[config.mk]
export PLATFORM = sky130hd
export DESIGN_NAME = seq_detector_param
export DESIGN_NICKNAME = d
export VERILOG_FILES = /design/src/rtl/seq_detector_param.sv
export SDC_FILE = /design/constraint.sdc
export NUM_CORES = 1
export LEC_CHECK = 0
export ABC_CLOCK_PERIOD_IN_PS = 4600
export CAP_MARGIN = 20
export CORE_MARGIN = 2
export CORE_UTILIZATION = 56
export DETAILED_ROUTE_END_ITERATION = 8
export MAX_ROUTING_LAYER = met4
export PLACE_DENSITY_LB_ADDON = 0.08
export SYNTH_ARGS = -nofsm -noshare
export SYNTH_HDL_FRONTEND = slang
export SYNTH_SLANG_ARGS = --single-unit
[constraint.sdc]
create_clock -name clk -period 4.6 [get_ports clk]
set_clock_uncertainty 0.15 [all_clocks]
set_input_delay 0.46 -clock clk [delete_from_list [all_inputs] [get_ports clk]]
set_output_delay 0.46 -clock clk [all_outputs]
set_load 0.01 [all_outputs]
[src/rtl/seq_detector_param.sv]
// Serial bit-pattern detector with a runtime-loadable pattern, length and overlap mode.
// It raises a registered one-cycle match pulse and keeps a saturating match counter.
module seq_detector_param #(
  parameter int                 MAX_LEN         = 8,
  parameter int                 CNT_W           = 8,
  parameter logic [MAX_LEN-1:0] DEFAULT_PATTERN = 8'b0010_1011,
  parameter int                 DEFAULT_LEN     = 6,
  parameter bit                 DEFAULT_OVERLAP = 1'b1,
  localparam int                LEN_W           = $clog2(MAX_LEN + 1)
) (
  input  logic               clk,
  input  logic               reset,
  input  logic               data_in,
  input  logic               valid_in,
  input  logic               cfg_load,
  input  logic [MAX_LEN-1:0] cfg_pattern,
  input  logic [LEN_W-1:0]   cfg_len,
  input  logic               cfg_overlap,
  output logic               data_out,
  output logic [LEN_W-1:0]   state,
  output logic [CNT_W-1:0]   match_count
);

  localparam int DEF_LEN_I = (DEFAULT_LEN < 1) ? 1 :
                             (DEFAULT_LEN > MAX_LEN) ? MAX_LEN : DEFAULT_LEN;
  localparam logic [LEN_W-1:0] DEF_LEN = LEN_W'(DEF_LEN_I);
  localparam logic [LEN_W-1:0] MAX_L   = LEN_W'(MAX_LEN);
  localparam logic [CNT_W-1:0] CNT_MAX = '1;

  logic [MAX_LEN-1:0] history;
  logic [MAX_LEN-1:0] act_pattern;
  logic [LEN_W-1:0]   act_len;
  logic               act_overlap;

  logic [MAX_LEN-1:0] shifted;
  logic [MAX_LEN-1:0] len_mask;
  logic [LEN_W-1:0]   state_inc;
  logic [LEN_W-1:0]   cfg_len_eff;
  logic               hit;

  // Handshake: valid_in is a pure qualifier with no backpressure; data_in is
  // consumed on every rising edge where valid_in=1, unless cfg_load=1 in that cycle.
  always_comb begin
    shifted   = {history[MAX_LEN-2:0], data_in};
    state_inc = (state >= act_len) ? act_len : state + LEN_W'(1);
    len_mask  = '0;
    for (int i = 0; i < MAX_LEN; i++) begin
      len_mask[i] = (i < int'(act_len));
    end
    hit = (((shifted ^ act_pattern) & len_mask) == '0) && (state_inc == act_len);
    if (cfg_len == '0)        cfg_len_eff = LEN_W'(1);
    else if (cfg_len > MAX_L) cfg_len_eff = MAX_L;
    else                      cfg_len_eff = cfg_len;
  end

  always_ff @(posedge clk) begin
    if (reset) begin
      history     <= '0;
      state       <= '0;
      data_out    <= 1'b0;
      match_count <= '0;
      act_pattern <= DEFAULT_PATTERN;
      act_len     <= DEF_LEN;
      act_overlap <= DEFAULT_OVERLAP;
    end else if (cfg_load) begin
      // The data bit sampled alongside a config load is dropped on purpose.
      act_pattern <= cfg_pattern;
      act_len     <= cfg_len_eff;
      act_overlap <= cfg_overlap;
      state       <= '0;
      data_out    <= 1'b0;
    end else if (valid_in) begin
      history  <= shifted;
      data_out <= hit;
      if (hit) begin
        state <= act_overlap ? act_len : '0;
        if (match_count != CNT_MAX) match_count <= match_count + CNT_W'(1);
      end else begin
        state <= state_inc;
      end
    end else begin
      data_out <= 1'b0;
    end
  end

endmodule
==> metrics.md, run 1 <==
| Metric | Value |
|---|---|
| Synthesis-to-layout area growth | `20.7%` |
| Critical setup path kind | `reg2reg` |
| Hold Fails Final Rpt | `0` |
| First-pass GRT wire length | `6.20 mm` |
| LEAKAGE | `0.000842 uW` |
| Starting utilization of the core area | `0.585` |
| Share of the core filled with cells in the final layout | `0.706` |
| Final period demand of the worst path | `2830 ps` |
| X dimension of the die | `60.5 um` |
| Cell count after synthesis | `205` |
| Average via count per standard cell | `5.58` |
| DP Wirelength | `2.75 mm` |
| Tightest Pin Transition | `674 ps` |
| Number of warning messages in the yosys log | `0` |
| Post-synthesis async set-or-reset flop share | `0` |
| Synthesized area | `1790 um2` |
| Count of flip-flops with a built-in enable after synthesis | `0` |
| Leftover overflow at the end of global routing | `0` |
| Most used flip-flop cell after synthesis | `sky130_fd_sc_hd__dfxtp_1` |
| # setup viols final | `0` |
| Routed wirelength normalized by instance count | `~14 um` |
| Power density relative to cell area | `~260 nW/um2` |
| Hold buffers post-CTS | `0` |
| Number of setup buffers added after CTS | `0` |
| Residual DRC count | `0` |
| Area share of the largest cell type after synthesis | `0.370` |
| Initial detailed-routing violation count | `just over 90` |
| Area of the die | `between 3000 and 4000 um2` |
| Largest driver fanout on the critical path | `14` |
| Leading post-synthesis cells by instance count | `33 x sky130_fd_sc_hd__dfxtp_1, 25 x sky130_fd_sc_hd__nand2_1, 21 x sky130_fd_sc_hd__a21oi_1` |
| Ratio of final minimum period to clock period | `0.615` |
| CTS sink cnt | `33` |
| Nets | `~260` |
| Synthesized flop and latch total | `33` |
| Pin count of the biggest net entering global routing | `34` |
| Fraction of layout instances using a drive strength above 1 | `0.0726` |
| Synthesized area divided by synthesized cell count | `8.72 um2` |
| Type of element capturing the critical path | `register` |
| Maximum vdd ir drop | `0.000209 V` |
| Worst slack at placement | `between 1500 and 2000 ps` |
| Die span in y | `60.5 um` |
| Sum of negative setup slack | `0 ps` |
| Buffer cell driving the clock tree root | `sky130_fd_sc_hd__clkbuf_4` |
| Max Cap Violations | `0` |
| Most area-hungry cell type in the Yosys netlist | `sky130_fd_sc_hd__dfxtp_1` |
| Slew Limit Fails | `0` |
| PostCTS Resize Cnt | `0` |
| Initial antenna violation count | `0` |
| Data arrival, critical path | `between 2000 and 3000 ps` |
| Core outline area | `3050 um2` |
| Vias in the first global route | `~1500` |
| Skew-Pair Late Insertion Delay | `~340 ps` |
| Clock transition at the registers of the reported paths | `100 ps` |
| H-tree levels | `2` |
| Unique masters post-synth | `42` |
| Req. time, crit path | `roughly 4700 ps` |
| TritonCTS clock tree | `built` |
| Via total after detailed routing | `1552` |
| Type of element launching the critical path | `register` |
| Standard-cell rows | `20` |
| Most instantiated library cell after synthesis | `sky130_fd_sc_hd__dfxtp_1` |
| Number of buffers created by CTS | `5` |
| GP Congestion | `approximately 0.86` |
| Worst hold start | `history[6]$_SDFFE_PP0P_` |
| Number of port buffers | `30` |
| Antenna cells | `0` |
| Worst-case setup margin in the final layout | `1770 ps` |
| Sequential cell area fraction in the yosys report | `0.370` |
| RSZ-0062 raised after global routing | `no` |
| Hold Path Class | `reg2reg` |
| Detailed-router iteration count before antenna repair | `4` |
| Outcome | `finished clean` |
| Area contributors post-synth | `sky130_fd_sc_hd__dfxtp_1 37%, sky130_fd_sc_hd__a21oi_1 5.9%, sky130_fd_sc_hd__xnor2_1 5.4%, sky130_fd_sc_hd__nand2_1 5.3%, sky130_fd_sc_hd__mux2i_1 4.5%` |
| Tot GR Track Use | `0.237` |
| Post-Route WL | `3.82 mm` |
| Worst r2r src | `state[0]$_SDFFE_PP0P_` |
| Maximum root-to-sink buffer count | `2` |
| Number of nets produced by synthesis | `229` |
| Number of placed I/O pins | `31` |
| Highest clock frequency the design can meet | `353 MHz` |
| Max transition margin | `0.550` |
| Launching element of the worst setup path | `state[0]$_SDFFE_PP0P_` |
| Post-DRT Antenna Nets | `0` |
final timing paths:
check / end / slack, ps / cells past startpoint
min reg2reg: history[6]$_SDFFE_PP0P_ / 330 / 2
max: match_count[7]$_SDFFE_PP0P_ / 1770 / 8
min: history[6]$_SDFFE_PP0P_ / 330 / 2
max reg2reg: match_count[7]$_SDFFE_PP0P_ / 1770 / 8
cell families (layout without fill, tap and decap cells):
| group | after synthesis | after routing | share of synthesized area |
|---|---|---|---|
| DFF | 33 | 33 | 0.370 |
| xor gates and xnor gates | 14 | 14 | 0.0763 |
| muxes | 13 | 13 | 0.0763 |
| AOI/OAI and AO/OA | 50 | 50 | 0.172 |
| adders and majority gates | 6 | 6 | 0.0420 |
| and+or+nand+nor | 70 | 70 | 0.211 |
| buffers and inverters | 19 | 48 | 0.0525 |
cells in the final DEF, fill, tap and decap left out, drive strengths merged, types with 2 or more instances in the layout:
cell,count
buf,3
dfxtp,33
nand2,25
or4,3
o22ai,3
clkdlybuf4s50,30
clkbuf,7
ha,6
nor2b,8
inv,8
xnor2,11
xor2,2
nor2,14
a21oi,21
o21ai,11
mux2,5
nand3,7
mux2i,8
o31ai,3
nor3,3
a211o,5
nor4,4
layer usage:
layer / share of wire / global-route usage / wire length (um)
met4: 0.018 / 0.0994 / 70
met2: 0.48 / 0.384 / 1830
met5: 0 / - / 0
met1: 0.45 / 0.282 / 1740
met3: 0.048 / 0.0597 / 185
power by group:
group / switching [uW] / total [uW] / internal (uW)
logic: 44.2 / 90.5 / 46.3
clock network: 95.0 / 167 / 72.1
registers: 12.1 / 307 / 295
flip-flops by register name (all words and copies together), names as in the netlist:
name,cells
act_overlap,1
act_pattern,8
history,7
state,4
match_count,8
data_out,1
act_len,4
worst max-delay path, stage by stage (launching register included):
cell and delay [ps]:
sky130_fd_sc_hd__dfxtp_1 460, sky130_fd_sc_hd__inv_1 100, sky130_fd_sc_hd__ha_1 290, sky130_fd_sc_hd__nand2b_1 100
sky130_fd_sc_hd__a21oi_1 80, sky130_fd_sc_hd__o21ai_0 440, sky130_fd_sc_hd__o211ai_2 370, sky130_fd_sc_hd__nor4_1 380
sky130_fd_sc_hd__mux2_2 370
metrics by stage:
| stage | cells | instance area, um2 | hold slack [ps] | power (uW) |
|---|---|---|---|---|
| final | 278 | 2160 | 335 | 565 |
| after CTS | 278 | 2160 | 339 | 569 |
| after global routing | 278 | 2160 | 358 | 588 |
| after floorplan | 205 | 1790 | 300 | 372 |
| after detailed placement | 271 | 2100 | 327 | 403 |
| after global placement | 271 | 2100 | 307 | 400 |
layout make-up:
class | instances | area (um2)
Multi-Input combinational cell | 153 | 1030
Timing Repair Buffer | 33 | 323
Fill cell | 261 | 897
Sequential cell | 33 | 661
Clock buffer | 7 | 55.1
Inverter | 8 | 30.0
Tap cell | 44 | 55.1
No activity file was read; power rests on OpenSTA's default activity.
==> inputs of run 2 (changes only) <==
ABC_CLOCK_PERIOD_IN_PS = 2400   (was 4600)
CORE_UTILIZATION = 47   (was 56)
clock period = 2.4 ns   (was 4.6 ns; I/O delays follow)
==> run 2 against run 1 <==
  * Sequential share of layout area decreased by 3.9 points
  * Core utilization shrank 2.6 points
  * Combinational power increased to 2.7 times the previous value
  * Clock power grew to 3.2 times the previous value
  * Largest power group unchanged
==> metrics.md, run 2 (synthesis results as in run 1) <==
| Metric | Value |
|---|---|
| DP Wirelength | `3.17 mm (+15%)` |
| TritonCTS clock tree | `built` |
| Fraction of layout instances using a drive strength above 1 | `0.212 (+0.139)` |
| Maximum root-to-sink buffer count | `2 (unchanged)` |
| Area of the die | `4310 um2 (+18%)` |
| Detailed-router iteration count before antenna repair | `4 (unchanged)` |
| Hold Fails Final Rpt | `0 (unchanged)` |
| Pin count of the biggest net entering global routing | `25 (-26%)` |
| Type of element launching the critical path | `register` |
| GP Congestion | `0.923 (+7.6%)` |
| Routed wirelength normalized by instance count | `13.9 um (+0.77%)` |
| Worst hold start | `history[1]$_SDFFE_PP0P_` |
| Maximum vdd ir drop | `0.000436 V (+110%)` |
| Largest driver fanout on the critical path | `5 (-9)` |
| Max Cap Violations | `0 (unchanged)` |
| Residual DRC count | `0 (unchanged)` |
| Number of buffers created by CTS | `5 (unchanged)` |
| Hold buffers post-CTS | `0 (unchanged)` |
| Worst-case setup margin in the final layout | `104 ps (-1670 ps)` |
| Hold Path Class | `reg2reg` |
| Ratio of final minimum period to clock period | `0.957 (+0.342)` |
| Outcome | `finished clean` |
| Slew Limit Fails | `0 (unchanged)` |
| Data arrival, critical path | `2310 ps (-610 ps)` |
| Power density relative to cell area | `543 nW/um2 (+110%)` |
| Worst r2r src | `state[0]$_SDFFE_PP0P_` |
| Standard-cell rows | `22 (+10%)` |
| Number of placed I/O pins | `31 (unchanged)` |
| Number of port buffers | `30 (unchanged)` |
| Largest registers ranked by flip-flop count | `act_pattern x8, match_count x8, history x7` |
| Worst slack at placement | `-79.1 ps (-1800 ps)` |
| Finished Cell Area | `2490 um2 (+15%)` |
| Buffer cell driving the clock tree root | `sky130_fd_sc_hd__clkbuf_8` |
| Initial antenna violation count | `0 (unchanged)` |
| Highest clock frequency the design can meet | `435 MHz (+23%)` |
| Antenna cells | `0 (unchanged)` |
| Nets | `283 (+9.7%)` |
| Average via count per standard cell | `5.27 (-5.6%)` |
| Critical setup path kind | `reg2reg` |
| Leftover overflow at the end of global routing | `0 (unchanged)` |
| Final period demand of the worst path | `2300 ps (-533 ps)` |
| Via total after detailed routing | `1623 (+4.6%)` |
| Post-DRT Antenna Nets | `0 (unchanged)` |
| H-tree levels | `2 (unchanged)` |
| Tightest Pin Transition | `366 ps (-307 ps)` |
| Clock transition at the registers of the reported paths | `70 ps (-30 ps)` |
| Leading cell types in the layout, fill and taps excluded | `30 x sky130_fd_sc_hd__dfxtp_1, 30 x sky130_fd_sc_hd__clkdlybuf4s50_1, 27 x sky130_fd_sc_hd__buf_4` |
| # setup viols final | `0 (unchanged)` |
| Skew-Pair Late Insertion Delay | `280 ps (-60 ps)` |
| CTS sink cnt | `33 (unchanged)` |
| Max transition margin | `0.755 (+0.205)` |
| LEAKAGE | `0.000994 uW (+18%)` |
| Initial detailed-routing violation count | `79 (-14%)` |
| Die span in y | `65.7 um (+8.5%)` |
| Core outline area | `3660 um2 (+20%)` |
| Type of element capturing the critical path | `register` |
| X dimension of the die | `65.7 um (+8.5%)` |
| First-pass GRT wire length | `7.25 mm (+17%)` |
| Launching element of the worst setup path | `state[0]$_SDFFE_PP0P_` |
| Tot GR Track Use | `0.225 (-0.0124)` |
| Starting utilization of the core area | `0.488 (-0.0972)` |
| Synthesis-to-layout area growth | `39.3%` |
| Total power draw | `1350 uW (+140%)` |
| Post-Route WL | `4.27 mm (+12%)` |
| Vias in the first global route | `1574 (+8.1%)` |
| Placement Cell Area | `2270 um2 (+8.1%)` |
| Req. time, crit path | `2410 ps (-2290 ps)` |
==> run 2: cell count changes in the layout (fill, tap and decap cells not counted), sizes merged <==
| cell | change |
|---|---|
| buf | +24 |
| o211ai | +1 |
| bufinv | +1 |
==> run 2: where the power goes <==
group          leakage (uW)  internal, uW  switching, uW
Sequential         0.000271           567           16.9
Combinational      0.000665           126            115
Clock             0.0000585           338            190
==> run 2: layout make-up <==
class	count	area [um2]
sequential	33	664
clock inverter	1	30.0
fill	297	1170
tap	48	60.1
multi-input combinational	154	1110
inverter	8	30.0
timing repair buffer	57	503
clock buffer	7	86.3
==> run 2: worst max-delay path: stages (launching register included) <==
cell and delay (ps):
sky130_fd_sc_hd__dfxtp_2 340, sky130_fd_sc_hd__buf_4 140, sky130_fd_sc_hd__and3_1 200, sky130_fd_sc_hd__xnor3_1 200
sky130_fd_sc_hd__and4_2 310, sky130_fd_sc_hd__o211ai_4 150, sky130_fd_sc_hd__nor4_2 310, sky130_fd_sc_hd__mux2_2 370
==> run 2: routing by layer <==
metal	GRT usage	vias to the layer above	part of all wire	wire length, um
met4	0.0833	0	0.0091	39
met2	0.362	33	0.49	2080
li1	-	834	-	-
met3	0.0377	4	0.034	143
met5	-	-	0	0
met1	0.284	752	0.47	2010
==> run 2: metrics by stage <==
stage	utilization	cells	hold WS, ps	TNS, ps
2_1_floorplan	-	205	201	0
3_3_place_gp	0.620	297	309	-86.4
3_5_place_dp	0.620	297	325	-190
4_1_cts	0.656	305	331	-0.506
5_1_grt	0.680	308	357	-27.4
6_report	0.680	308	327	0
==> run 2: final timing paths <==
kind,cells past startpoint,endpoint,slack [ps]
min reg2reg,2,history[2]$_SDFFE_PP0P_,330
min,2,history[2]$_SDFFE_PP0P_,330
max reg2reg,7,match_count[7]$_SDFFE_PP0P_,100
max,7,match_count[7]$_SDFFE_PP0P_,100
==> run 2: repair_timing <==
item | CTS | global route
resized for setup | 3 | 13
setup endpoints to repair | 3 | 12
pin swaps | 0 | 3
setup buffers | 0 | 2
cloned | 0 | 1
==> inputs of run 3 (changes only) <==
CORE_MARGIN = not set   (was 2)
==> run 3 against run 2 <==
  * First-iteration DRC count grew 2.5%
  * Maximum frequency barely moved
  * Core utilization fell by 1.2 points
  * Critical path depth grew 2
  * Non-clock buffer count is 4 lower
  * Sequential power barely moved
  * Die area down 6.0%
  * Combinational power decreased by 4%
  * Register-to-register slack about the same
  * Worst setup slack hardly changed
  * Critical path type unchanged
  * Highest routed layer unchanged
==> metrics.md, run 3 (synthesis results as in run 1) <==
| Metric | Value |
|---|---|
| Number of port buffers | `30 (unchanged)` |
| Post-Route WL | `4.44 mm (+3.9%)` |
| Proportion of power drawn by flip-flops and latches | `0.426 (-0.006)` |
| Outcome | `finished clean` |
| Residual DRC count | `0 (unchanged)` |
| Routed wirelength normalized by instance count | `14.6 um (+5.7%)` |
| Antenna cells | `0 (unchanged)` |
| GR met3 Demand/Resource | `0.0688 (+0.0312)` |
| Number of placed I/O pins | `31 (unchanged)` |
| Critical setup path kind | `reg2reg` |
| Maximum vdd ir drop | `0.000541 V (+24%)` |
| Global-route met2 utilization | `0.422 (+0.0592)` |
| Detailed-router iteration count before antenna repair | `4 (unchanged)` |
| Largest driver fanout on the critical path | `5 (unchanged)` |
| X dimension of the die | `63.7 um (-3.0%)` |
| Hold Path Depth | `2 (unchanged)` |
| H-tree levels | `2 (unchanged)` |
| Via total after detailed routing | `1628 (+0.31%)` |
| TritonCTS clock tree | `built` |
| GP Congestion | `0.917 (-0.57%)` |
| Data arrival, critical path | `2320 ps (about the same)` |
| Layer with the highest usage after global routing | `met2` |
| Largest registers ranked by flip-flop count | `act_pattern x8, match_count x8, history x7` |
| Tightest Pin Transition | `388 ps (+21.9 ps)` |
| Type of element capturing the critical path | `register` |
| Depth of the worst register-to-register path | `9 (+2)` |
| Worst slack at placement | `-96.7 ps (-17.6 ps)` |
| Fraction of layout instances using a drive strength above 1 | `0.204 (-0.00762)` |
| Skew-Pair Late Insertion Delay | `290 ps (about the same)` |
| Synthesis-to-layout area growth | `36.9%` |
| Buffer cell driving the clock tree root | `sky130_fd_sc_hd__clkbuf_8` |
| Final period demand of the worst path | `2300 ps (+0.112 ps)` |
| Switching power of the nets | `342 uW (+6.5%)` |
| Sum of negative setup slack | `0 ps (unchanged)` |
| Initial antenna violation count | `0 (unchanged)` |
| Slew Limit Fails | `0 (unchanged)` |
| Commonest non-fill, non-tap cell in the layout | `sky130_fd_sc_hd__dfxtp_1` |
| Initial detailed-routing violation count | `81 (+2.5%)` |
| First-pass GRT wire length | `7.73 mm (+6.6%)` |
| Met1 layer usage reported by global route | `0.306 (+0.0227)` |
| Area of the die | `4050 um2 (-6.0%)` |
| Ratio of final minimum period to clock period | `0.957 (about the same)` |
| Number of setup buffers added after CTS | `0 (unchanged)` |
| Worst reg-to-reg setup slack | `100 ps (about the same)` |
| Max transition margin | `0.740 (-0.0150)` |
| Leading cell types in the layout, fill and taps excluded | `31 x sky130_fd_sc_hd__dfxtp_1, 30 x sky130_fd_sc_hd__clkdlybuf4s50_1, 25 x sky130_fd_sc_hd__nand2_1` |
| Design internal power | `1020 uW (-0.64%)` |
| Post-DRT Antenna Nets | `0 (unchanged)` |
| Hold Fails Final Rpt | `0 (unchanged)` |
| Starting utilization of the core area | `0.488 (unchanged)` |
| Hold Path Class | `reg2reg` |
| Sw frac | `0.250 (+0.0128)` |
| Max Cap Violations | `0 (unchanged)` |
| DP Wirelength | `3.32 mm (+4.9%)` |
| CTS sink cnt | `33 (unchanged)` |
| Nets | `278 (-1.8%)` |
| Maximum root-to-sink buffer count | `2 (unchanged)` |
| Standard-cell rows | `22 (unchanged)` |
| Fraction of power consumed by the clock network | `0.404 (+0.014)` |
| Clock transition at the registers of the reported paths | `70 ps (about the same)` |
| Share of the core filled with cells in the final layout | `0.668 (-0.0116)` |
| Req. time, crit path | `2420 ps (about the same)` |
| Combinational share of power | `0.170 (-0.008)` |
| # setup viols final | `0 (unchanged)` |
| Average via count per standard cell | `5.37 (+2.0%)` |
| Highest clock frequency the design can meet | `435 MHz (about the same)` |
| Pin count of the biggest net entering global routing | `20 (-20%)` |
| Vias in the first global route | `1646 (+4.6%)` |
| Power density relative to cell area | `559 nW/um2 (+2.8%)` |
| Leftover overflow at the end of global routing | `0 (unchanged)` |
| Type of element launching the critical path | `register` |
| Hold buffers post-CTS | `0 (unchanged)` |
| Core outline area | `3660 um2 (unchanged)` |
| Worst-case setup margin in the final layout | `104 ps (-0.112 ps)` |
| Tot GR Track Use | `0.262 (+0.0367)` |
| Number of buffers created by CTS | `5 (unchanged)` |
| LEAKAGE | `0.000958 uW (-3.6%)` |
| Die span in y | `63.7 um (-3.0%)` |
-- run 3: layout make-up --
type / instances / area [um2]
flip-flops and latches: 33 / 663
multi-input cells: 153 / 1100
fillers: 311 / 1210
well taps: 48 / 60.1
clock inverters: 2 / 37.5
inverters: 8 / 30.0
repair buffers: 53 / 473
clock buffers: 6 / 82.6
-- run 3: path summary, 6_finish.rpt --
path,start,to
worst min-delay path,history[6]$_SDFFE_PP0P_,history[6]$_SDFFE_PP0P_
worst max-delay path,state[0]$_SDFFE_PP0P_,state[1]$_SDFFE_PP0P_
worst max register to register,state[0]$_SDFFE_PP0P_,state[1]$_SDFFE_PP0P_
worst min register to register,history[6]$_SDFFE_PP0P_,history[6]$_SDFFE_PP0P_
-- run 3: worst max-delay path: stages (launching register included) --
cell                        delay [ps]
sky130_fd_sc_hd__dfxtp_2           340
sky130_fd_sc_hd__inv_1              60
sky130_fd_sc_hd__ha_1              270
sky130_fd_sc_hd__nand2b_1          160
sky130_fd_sc_hd__a21oi_2           200
sky130_fd_sc_hd__o21ai_2           110
sky130_fd_sc_hd__buf_4             150
sky130_fd_sc_hd__o211a_2           290
sky130_fd_sc_hd__a2111oi_4         360
sky130_fd_sc_hd__a311oi_1           90
-- run 3: per-stage QoR --
step,power [uW],instance area [um2],hold WS (ps),instances
finish,1370,2450,334,303
global route,1430,2450,348,303
CTS,1360,2400,334,303
detailed placement,807,2260,325,295
global placement,802,2260,309,295
floorplan,713,1790,201,205
-- run 3: what timing repair did --
action                     4_1_cts  5_1_grt
resized for setup                4       12
gates cloned                     0        0
setup endpoints to repair        3        9
pin swaps                        0        1
-- run 3: power groups by stage --
stage          clock network [uW]  registers [uW]  logic, uW
2_1_floorplan                   0             592        121
3_3_place_gp                    0             594        208
3_5_place_dp                    0             594        213
4_1_cts                       560             582        220
5_1_grt                       593             584        256
6_report                      552             582        232
-- run 3: per-layer routing --
metal  up-vias  routed length, um
met5         -                  0
met4         0                125
met3        12                145
met2        34               2220
met1       761               1950
li1        821                  -
==> variant (config.mk and constraints of run 2) <==
Register the inputs `data_in`, `valid_in`, `cfg_load`, `cfg_pattern`, `cfg_len` and `cfg_overlap` before use, cleared by the reset. The logic sees them one clock later. Comments in the files are not updated.
--- a/src/rtl/seq_detector_param.sv
+++ b/src/rtl/seq_detector_param.sv
@@ -27,6 +27,31 @@
   localparam logic [LEN_W-1:0] MAX_L   = LEN_W'(MAX_LEN);
   localparam logic [CNT_W-1:0] CNT_MAX = '1;
 
+  logic data_q;
+  logic valid_q;
+  logic cfg_load_q;
+  logic [MAX_LEN-1:0] cfg_pattern_q;
+  logic [LEN_W-1:0] cfg_len_q;
+  logic cfg_overlap_q;
+
+  always_ff @(posedge clk) begin
+    if (reset) begin
+      data_q        <= '0;
+      valid_q       <= '0;
+      cfg_load_q    <= '0;
+      cfg_pattern_q <= '0;
+      cfg_len_q     <= '0;
+      cfg_overlap_q <= '0;
+    end else begin
+      data_q        <= data_in;
+      valid_q       <= valid_in;
+      cfg_load_q    <= cfg_load;
+      cfg_pattern_q <= cfg_pattern;
+      cfg_len_q     <= cfg_len;
+      cfg_overlap_q <= cfg_overlap;
+    end
+  end
+
   logic [MAX_LEN-1:0] history;
   logic [MAX_LEN-1:0] act_pattern;
   logic [LEN_W-1:0]   act_len;
@@ -41,16 +66,16 @@
   // Handshake: valid_in is a pure qualifier with no backpressure; data_in is
   // consumed on every rising edge where valid_in=1, unless cfg_load=1 in that cycle.
   always_comb begin
-    shifted   = {history[MAX_LEN-2:0], data_in};
+    shifted   = {history[MAX_LEN-2:0], data_q};
     state_inc = (state >= act_len) ? act_len : state + LEN_W'(1);
     len_mask  = '0;
     for (int i = 0; i < MAX_LEN; i++) begin
       len_mask[i] = (i < int'(act_len));
     end
     hit = (((shifted ^ act_pattern) & len_mask) == '0) && (state_inc == act_len);
-    if (cfg_len == '0)        cfg_len_eff = LEN_W'(1);
-    else if (cfg_len > MAX_L) cfg_len_eff = MAX_L;
-    else                      cfg_len_eff = cfg_len;
+    if (cfg_len_q == '0)        cfg_len_eff = LEN_W'(1);
+    else if (cfg_len_q > MAX_L) cfg_len_eff = MAX_L;
+    else                      cfg_len_eff = cfg_len_q;
   end
 
   always_ff @(posedge clk) begin
@@ -62,14 +87,14 @@
       act_pattern <= DEFAULT_PATTERN;
       act_len     <= DEF_LEN;
       act_overlap <= DEFAULT_OVERLAP;
-    end else if (cfg_load) begin
+    end else if (cfg_load_q) begin
       // The data bit sampled alongside a config load is dropped on purpose.
-      act_pattern <= cfg_pattern;
+      act_pattern <= cfg_pattern_q;
       act_len     <= cfg_len_eff;
-      act_overlap <= cfg_overlap;
+      act_overlap <= cfg_overlap_q;
       state       <= '0;
       data_out    <= 1'b0;
-    end else if (valid_in) begin
+    end else if (valid_q) begin
       history  <= shifted;
       data_out <= hit;
       if (hit) begin
Check against the original RTL: not equivalent (a bounded check fails within 4 cycles, from zero or initial values and one cycle with reset high).
==> variant against run 2 <==
Setup slack better by 13 ps. Total power grew 23%. Clock power increased by 15%. First-iteration DRC count grew 6.3%. Area after synthesis rose by 22%. Final cell count grew 4.5%. Die area grew 21%. Routed wire length fell by 1.5%. Cell area grew 8.7%. Sequential cell count increased by 16. Critical endpoint is now match_count[5]$_SDFFE_PP0P_.
==> variant: results (changes against run 2) <==
| Metric | Value |
|---|---|
| Status | `complete, no violations` |
| Arr. time, crit path | `2360 ps (+50 ps)` |
| Worst-path clk slew | `90 ps (+20 ps)` |
| Post-synthesis mux area share | `6.24% (-1.4 points)` |
| Nets | `293 (+3.5%)` |
| Cells after DPL | `314 (+5.7%)` |
| Hold path startpoint | `cfg_pattern_q[0]$_SDFF_PP0_` |
| CP max-delay cell | `or4_1` |
| Post-synthesis sequential area ratio | `44.9% (+7.9 points)` |
| Slew HR | `77.4% (+1.9 points)` |
| Vias in the first global route | `1589 (+0.95%)` |
| Cells on Worst Hold Path | `1 (-1)` |
| Worst R2R Start | `state[1]$_SDFFE_PP0P_` |
| Detailed Route Iter0 Violations | `84 (+6.3%)` |
| First-pass GRT wire length | `7440 µm (+2.6%)` |
| Peak supply drop | `0.404 mV (-7.4%)` |
| Leak pwr | `0.992 nW (-0.15%)` |
| Crit Path Max Fanout | `19 (+14)` |
| Fill count | `398 (+34%)` |
| Compound-Gate Fraction of Synth Area | `14.2% (-3.0 points)` |
| Mean area per synthesized cell | `9.23 µm² (+5.9%)` |
| Clk_lat worst skew | `300 ps (+20 ps)` |
| DP Area | `0.00257 mm² (+13%)` |
| Routed len/inst | `13.1 µm (-5.7%)` |
| Routability cong. | `0.828 (-10%)` |
==> variant: changes by cell type in the layout (fill, tap and decap cells not counted), moves of 3 or more <==
| cell | before | now |
|---|---|---|
| nor2b_1 | 8 | 23 |
| a21oi_1 | 19 | 22 |
| nand2b_1 | 1 | 4 |
| nor2_1 | 14 | 11 |
| buf_4 | 27 | 6 |
| dfxtp_1 | 30 | 46 |
==> variant: path summary, 6_finish.rpt <==
| path | to | slack (ps) |
|---|---|---|
| worst max-delay path | match_count[5]$_SDFFE_PP0P_ | 120 |
| worst max register to register | match_count[5]$_SDFFE_PP0P_ | 120 |
| worst min-delay path | act_pattern[0]$_SDFFE_PP1P_ | 290 |
| worst min register to register | act_pattern[0]$_SDFFE_PP1P_ | 290 |
==> variant: final cells by class <==
type                       count  share of cell area, %
sequential                    49                   36.4
inverter                       6                  0.832
tap                           52                   2.40
multi-input combinational    169                   41.7
clock inverter                 2                   1.39
clock buffer                   6                   3.05
timing repair buffer          38                   14.2
==> variant: layer usage <==
layer | share of wire, % | vias up | global-route usage (%)
li1 | - | 884 | -
met1 | 49 | 777 | 24.3
met2 | 46 | 26 | 29.0
met3 | 3.2 | 9 | 4.17
met4 | 2.1 | 0 | 7.55
met5 | 0 | - | -
==> variant: power by group through the flow <==
stage | Sequential [mW] | Clock [mW] | Combinational [mW]
after CTS | 0.870 | 0.629 | 0.185
final | 0.870 | 0.605 | 0.185
after floorplan | 0.879 | 0 | 0.121
after detailed placement | 0.889 | 0 | 0.184
after global routing | 0.875 | 0.668 | 0.206
after global placement | 0.889 | 0 | 0.183
==> variant: cells by family after synthesis <==
kind of cell	count (synthesis)
compound gates	49
xor+xnor	14
fa+ha+maj	6
buf+inv	19
flops	49
mux	13
simple gates	87
==> variant: worst max-delay path, delay by kind of cell (launching register included) <==
kind,cells,cell delay [ps]
buffers and inverters,1,180
DFF,1,430
adders and majority gates,1,240
and+or+nand+nor,2,660
AOI/OAI and AO/OA,2,270
xor gates and xnor gates,2,290
==> variant: per-stage QoR <==
stage | setup TNS [ps] | hold WS (ps)
final | 0 | 294
after global routing | -81.2 | 323
after CTS | 0 | 299
after detailed placement | 0 | 277
after global placement | 0 | 274
after floorplan | 0 | 218
==> variant: repair_timing <==
item / in CTS / in global routing
endpoints found under the hold margin: 0 / 0
hold buffers: 0 / 0
resized for setup: 0 / 4
endpoints found under the setup margin: 0 / 6
